## src/rtl/ksa_add_scheduler.sv

```systemverilog
// ksa_add_scheduler: shares one external combinational 32-bit Kogge-Stone
// adder between two requesters. Narrow (32-bit) ops take one adder pass and
// wide (64-bit) ops take two chained passes. Grants are round-robin, and
// results return on a single response channel tagged with the owner's id.
module ksa_add_scheduler #(
    parameter int W     = 32,
    parameter int CNT_W = 16
) (
    input  logic             clk,
    input  logic             rst_n,
    input  logic [1:0]       req_valid,
    output logic [1:0]       req_ready,
    input  logic [1:0]       req_wide,
    input  logic [4*W-1:0]   req_a,
    input  logic [4*W-1:0]   req_b,
    input  logic [1:0]       req_cin,
    output logic [W-1:0]     ksa_a,
    output logic [W-1:0]     ksa_b,
    output logic             ksa_cin,
    input  logic [W-1:0]     ksa_sum,
    input  logic             ksa_cout,
    output logic             resp_valid,
    input  logic             resp_ready,
    output logic             resp_id,
    output logic [2*W-1:0]   resp_sum,
    output logic             resp_cout,
    output logic             busy,
    output logic [CNT_W-1:0] ops_done
);

    typedef enum logic [1:0] {
        IDLE    = 2'd0,
        EXEC_LO = 2'd1,
        EXEC_HI = 2'd2,
        RESP    = 2'd3
    } state_t;

    state_t         state;

    // Operation registers, latched on accept so requesters may move on.
    logic [2*W-1:0] a_q;
    logic [2*W-1:0] b_q;
    logic           cin_q;
    logic           wide_q;
    logic           id_q;

    // Result registers.
    logic [W-1:0]   sum_lo;
    logic [W-1:0]   sum_hi;
    logic           c_mid;
    logic           cout_q;

    // Round-robin pointer: the requester that completed most recently.
    logic           last_grant;

    // Arbitration outcome for the current IDLE cycle.
    logic           grant_any;
    logic           grant_id;

    // Round-robin arbitration; only meaningful in IDLE and suppressed in reset.
    always_comb begin
        // NOTE: every signal gets a default before any branch so no latch is inferred.
        grant_any = 1'b0;
        grant_id  = 1'b0;
        // Gating with rst_n keeps req_ready low while reset is held, so no
        // requester sees an accept that the FSM cannot act on.
        if (state == IDLE && rst_n) begin
            case (req_valid)
                2'b01: begin
                    grant_any = 1'b1;
                    grant_id  = 1'b0;
                end
                2'b10: begin
                    grant_any = 1'b1;
                    grant_id  = 1'b1;
                end
                2'b11: begin
                    grant_any = 1'b1;
                    grant_id  = ~last_grant;
                end
                default: begin
                    grant_any = 1'b0;
                    grant_id  = 1'b0;
                end
            endcase
        end
        req_ready = grant_any ? (grant_id ? 2'b10 : 2'b01) : 2'b00;
    end

    // Adder operand drive: low half then high half chained through c_mid.
    always_comb begin
        ksa_a   = '0;
        ksa_b   = '0;
        ksa_cin = 1'b0;
        case (state)
            EXEC_LO: begin
                ksa_a   = a_q[W-1:0];
                ksa_b   = b_q[W-1:0];
                ksa_cin = cin_q;
            end
            EXEC_HI: begin
                ksa_a   = a_q[2*W-1:W];
                ksa_b   = b_q[2*W-1:W];
                ksa_cin = c_mid;
            end
            default: begin
                ksa_a   = '0;
                ksa_b   = '0;
                ksa_cin = 1'b0;
            end
        endcase
    end

    // Sequencer: accept, one or two adder passes, then hold the response.
    always_ff @(posedge clk or negedge rst_n) begin
        if (!rst_n) begin
            state      <= IDLE;
            a_q        <= '0;
            b_q        <= '0;
            cin_q      <= 1'b0;
            wide_q     <= 1'b0;
            id_q       <= 1'b0;
            sum_lo     <= '0;
            sum_hi     <= '0;
            c_mid      <= 1'b0;
            cout_q     <= 1'b0;
            last_grant <= 1'b1;
            ops_done   <= '0;
        end else begin
            // NOTE: non-blocking assignments so every register samples pre-edge values.
            case (state)
                IDLE: begin
                    if (grant_any) begin
                        a_q    <= grant_id ? req_a[4*W-1:2*W] : req_a[2*W-1:0];
                        b_q    <= grant_id ? req_b[4*W-1:2*W] : req_b[2*W-1:0];
                        cin_q  <= req_cin[grant_id];
                        wide_q <= req_wide[grant_id];
                        id_q   <= grant_id;
                        // Narrow ops report a zero upper half.
                        sum_hi <= '0;
                        state  <= EXEC_LO;
                    end
                end
                EXEC_LO: begin
                    sum_lo <= ksa_sum;
                    c_mid  <= ksa_cout;
                    state  <= wide_q ? EXEC_HI : RESP;
                end
                EXEC_HI: begin
                    sum_hi <= ksa_sum;
                    cout_q <= ksa_cout;
                    state  <= RESP;
                end
                RESP: begin
                    if (resp_ready) begin
                        last_grant <= id_q;
                        ops_done   <= ops_done + CNT_W'(1);
                        state      <= IDLE;
                    end
                end
                default: state <= IDLE;
            endcase
        end
    end

    // Response fields come straight from registers and read as zero outside RESP.
    assign resp_valid = (state == RESP);
    assign resp_id    = resp_valid & id_q;
    assign resp_sum   = resp_valid ? {sum_hi, sum_lo} : '0;
    assign resp_cout  = resp_valid & (wide_q ? cout_q : c_mid);
    assign busy       = (state != IDLE);

endmodule

```

## config.mk

```make
export PLATFORM = sky130hd
export DESIGN_NAME = ksa_add_scheduler
export DESIGN_NICKNAME = d
export VERILOG_FILES = /design/src/rtl/ksa_add_scheduler.sv
export SDC_FILE = /design/constraint.sdc
export NUM_CORES = 1
export LEC_CHECK = 0
export ABC_AREA = 1
export CORE_AREA = 2 2 176 178
export DETAILED_ROUTE_END_ITERATION = 6
export DIE_AREA = 0 0 178 180
export PLACE_DENSITY = 0.78
export SYNTH_ARGS = -nofsm -noshare
export SYNTH_HDL_FRONTEND = slang
export SYNTH_SLANG_ARGS = --single-unit
```

## constraint.sdc

```tcl
create_clock -name clk -period 2.2 [get_ports clk]
set_input_delay 0.33 -clock clk [delete_from_list [all_inputs] [get_ports clk]]
set_output_delay 0.33 -clock clk [all_outputs]
set_load 0.03 [all_outputs]
```

Word level (Yosys, flattened, before mapping)
Index checks and enable logic that the tools add are counted.
- register bits after elaboration: 216
- magnitude comparators: 1
- mux-type cells: 23
- bitwise logic cells: 3
- add/sub/neg operators: 1
- eq/ne operators: 8
- reductions and logical operators: 9
- operator list (cell ; number):
    2-to-1 mux 64 bit ; 3
    one-hot mux 32 bit (2 select lines) ; 3
    2-to-1 mux 32 bit ; 1
    adder 16 x 1 -> 16 bit, second input constant ; 1
    2-to-1 mux 1 bit ; 9
    equality test 2 bit, second input constant ; 4
    2-to-1 mux 2 bit ; 4
    one-hot mux 2 bit (4 select lines) ; 1
    AND reduction 2 bit ; 4
    equality test 2 x 1 -> 1 bit, second input constant ; 2
    one-hot mux 1 bit (2 select lines) ; 2
    nonzero test 2 bit ; 2
    OR reduction 3 bit ; 1
    AND 1 bit ; 2
    logical NOT 2 bit ; 1
    less-than comparator 1 x 2 -> 1 bit, second input constant ; 1
    != test 2 x 1 -> 1 bit, second input constant ; 1
    != test 2 bit, second input constant ; 1
    logical AND 1 bit ; 1
    NOT 1 bit ; 1

Depth between registers and ports, before layout
- depth in word-level cells: 6
- depth in mapped cells: 11
- gate-level depth less buffers: 9

Worst setup path after synthesis
Ideal clock, no wire load.
- path type: flip-flop to output port
- from: register state[1]
- to: output ksa_a[31]
- stages on the path, launching flop included: 8
- path slack: 17 ps
- data arrival time: 1853 ps
- buffers on the path: 3
- required time: 1870 ps
- cells stage by stage: dfrtp_1 inv_1 ha_1 buf_2 buf_2 clkbuf_1 nand2_1 a21oi_1
- longest elaborated chain between the ends: 2
- elaborated cells on any way between the ends: 3
- those cells by class: 2 x eq/ne; 1 x mux
- ends and longest elaborated chain (what ; line ; source):
    from (decl) ; 38 ; state_t state;
    from (signal assigned) ; 147 ; state <= wide_q ? EXEC_HI : RESP;
    equality test 2 bit or equality test 2 x 1 -> 1 bit (tied branches) ; 95 ; case (state)
    one-hot mux 32 bit (2 select lines) (*) ; 95 ;
    to (decl) ; 17 ; output logic [W-1:0] ksa_a,
Every way passes the cells marked *; elsewhere a longest branch is shown, timed or not.

Worst setup path in the final report
- from: register state[0]
- to: output ksa_a[26]
Same word-level chain as after synthesis.

==> out/qor.txt <==
Synth top area share - 50.4%
Mean Syn Cell Area - 7.57 sq um
first-pass GRT wire length - 67800 um
Die Wd - 178 um
clock skew - 0.0251 ns
Synth Warn # - 0
slowest stage delay, CP - 0.42 ns
CTS Buffer Depth - 3
DIE AREA - 32000 sq um
Pre-antenna DRT Iters - 6
post-route DRC violation count - 0
Synth cell types - 22
setup_tns - -11.26 ns
Net Count, Synth - 1714
met2 GRT Util - 44.8%
pwr/cell area - 1500 nW/um^2
Routed Antenna Nets - 0
sequential-to-total area share from yosys stat - 50.7%
io pins - 449
Req. time, crit path - 1.87 ns
Skew-Pair Late Insertion Delay - 0.54 ns
Area Growth Syn to Fin - 74.0%
Tcrit/Tclk final - 108%
remaining global-route overflow - 0
cell area after synthesis - 10700 sq um
Post-Syn Instances - 1410
simple-gate share of the synthesized area - 31.7%
maximum vdd drop - 733 uV
Max-Cap Viols - 0
Routed WL per cell - 19.9 um
TritonCTS clock tree - yes
HPWL Detailed - 28600 um
dpl cells - 2204
initial antenna violation count - 4
largest cells by area after synthesis - dfrtp_1, nand2_1, nand3_1, a21oi_1, mux2_2
RePlAce Congestion - 0.872
share of cells above drive strength 1 - 23.8%
Critical Path End Type - output port
drt total wl - 46100 um
Worst Path Buf+Inv - 5
initial DRC count - 880
XOR/XNOR Fraction of Synth Area - 0.657%
worst endpoint data arrival time - 2.04 ns
met3 Usage GRT - 7.40%
leading area contributor after synthesis - dfrtp_1
Die Ht - 180 um
largest net degree at the start of global routing - 116
vias per cell - 5.19
unrepaired setup endpoints after global routing - yes
fmax - 0.422 GHz
Setup violations, final - 122
class of the tightest hold or removal check - input pin to flip-flop
Yosys reg bits - 216
number of port buffers - 448
Non-Filler Instances - 2316
GRT Total Usage - 27.5%
row cnt - 64
adder-cell share of the synthesized area - 0.704%
Initial Util - 35.3%
Core Region - 30200 sq um
startpoint types - flip-flop
CTS root buf - clkbuf_16
Net count, final - 2203
Crit Path Max Fanout - 8
GRT met1 Usage - 33.1%
post-synthesis mux area share - 3.48%
failing checks - setup timing
H-tree Lvls - 1
vias in the first global route - 12.1k
Sinks on Clock Net - 216
crit-path cells - inv_4 -> ha_4 -> inv_6 -> buf_12 -> clkbuf_16 -> a21oi_4 -> buf_6
slowest CP cell - dfrtp_2
Tot Pwr - 27800 uW
Worst slew margin - 52.6%
min Tclk post-route - 2.37 ns
most frequent cells in the layout - nand2_1, clkdlybuf4s50_1, dfrtp_1
Leakage - 0.00872 uW
CP top delay family - buffers and inverters
CTS Buf Count - 25
kind of critical path - flip-flop to output port
Final Slew Violations - 0
outcome - complete, but fails checks
Worst Max-Slew Pin Slew - 0.711 ns
GRT busiest layer - met2
commonest non-fill, non-tap cell in the layout - nand2_1
vias - 12.0k
clk slew on worst S/H paths - 0.06 ns
largest family of logic cells by synthesized area - simple AND/OR/NAND/NOR gates
Final Hold Viols - 0
Final WS setup - -0.167 ns
Reg2Reg Setup Slack - 0.14 ns
Synth Area in Compound Gates - 6.12%
## cells in the mapped netlist
| library cell | number |
|---|---|
| clkbuf_1 | 51 |
| o21ai_0 | 8 |
| nand2_1 | 612 |
| inv_1 | 87 |
| xnor2_1 | 3 |
| inv_2 | 3 |
| xor2_1 | 5 |
| buf_2 | 27 |
| ha_1 | 6 |
| nand4_1 | 2 |
| nand3b_1 | 4 |
| o21ai_1 | 1 |
| nor3_1 | 1 |
| nor2_2 | 1 |
| nand3_1 | 174 |
| nor2_1 | 43 |
| mux2_2 | 33 |
| a21oi_1 | 120 |
| buf_1 | 12 |
| o21bai_1 | 1 |
| dfstp_2 | 1 |
| dfrtp_1 | 215 |
## flip-flops by register name, summed over array words and instances (netlist names)
signal,flops
cout_q,1
a_q,64
sum_hi,32
ops_done,16
b_q,64
last_grant,1
wide_q,1
id_q,1
state,2
cin_q,1
sum_lo,32
c_mid,1
## area by class of cell
class                   count  area (sq um)
fillers                  2457         11600
multi-input cells        1014          5330
repair buffers            552          6110
clock buffers              32           682
flip-flops and latches    216          5410
diodes                      3          7.51
well taps                 396           495
inverters                  90           350
clock inverters            13           179
## tightest hold or removal path, delay by kind of cell
kind	cells	cell delay (ns)
buffers and inverters	1	0.39
AND/OR/NAND/NOR	2	0.12
## cells by family after synthesis
kind of cell               after synthesis
DFF                                    216
buffers and inverters                  180
muxes                                   33
adders and majority gates                6
and+or+nand+nor                        837
xor gates and xnor gates                 8
AOI/OAI and AO/OA                      130
## through the flow
step                      util, %  worst slack [ns]  hold slack, ns  instance area (sq um)
final                        61.5            -0.167           0.344                  18600
after detailed placement     52.4            -0.226           0.463                  15800
after global placement       52.4            -0.225           0.463                  15800
after floorplan                 -            0.0174          0.0344                  10700
after global routing         61.5            -0.232           0.347                  18600
after CTS                    59.7            -0.223           0.320                  18000
## repair_timing
item | in CTS | in global routing
resized for setup | 438 | 264
endpoints found under the setup margin | 133 | 149
setup buffers | 34 | 20
hold buffers | 1 | 0
pin swaps | 23 | 29
endpoints found under the hold margin | 215 | 0
cloned | 15 | 1
## worst paths after layout
kind                            start         end  cells after the start
max in group asynchronous       rst_n     b_q[34]                      3
min reg2reg                last_grant  last_grant                      2
max                          state[0]   ksa_a[26]                      7
max reg2reg                  state[0]     a_q[39]                     11
min                         req_a[16]     a_q[16]                      3
min in group asynchronous       rst_n     a_q[57]                      3
## report_power, final
part / switching [uW] / internal (uW) / total (uW)
Sequential: 1310 / 5850 / 7160
Combinational: 8950 / 7280 / 16200
Clock: 1750 / 2660 / 4410
## metal layers
layer | wire length [um] | share of wire [%]
met1 | 17200 | 37
met2 | 22300 | 48
met3 | 4260 | 9.2
met4 | 2290 | 5.0
met5 | 8 | 0.017
No activity file was read; power rests on OpenSTA's default activity.
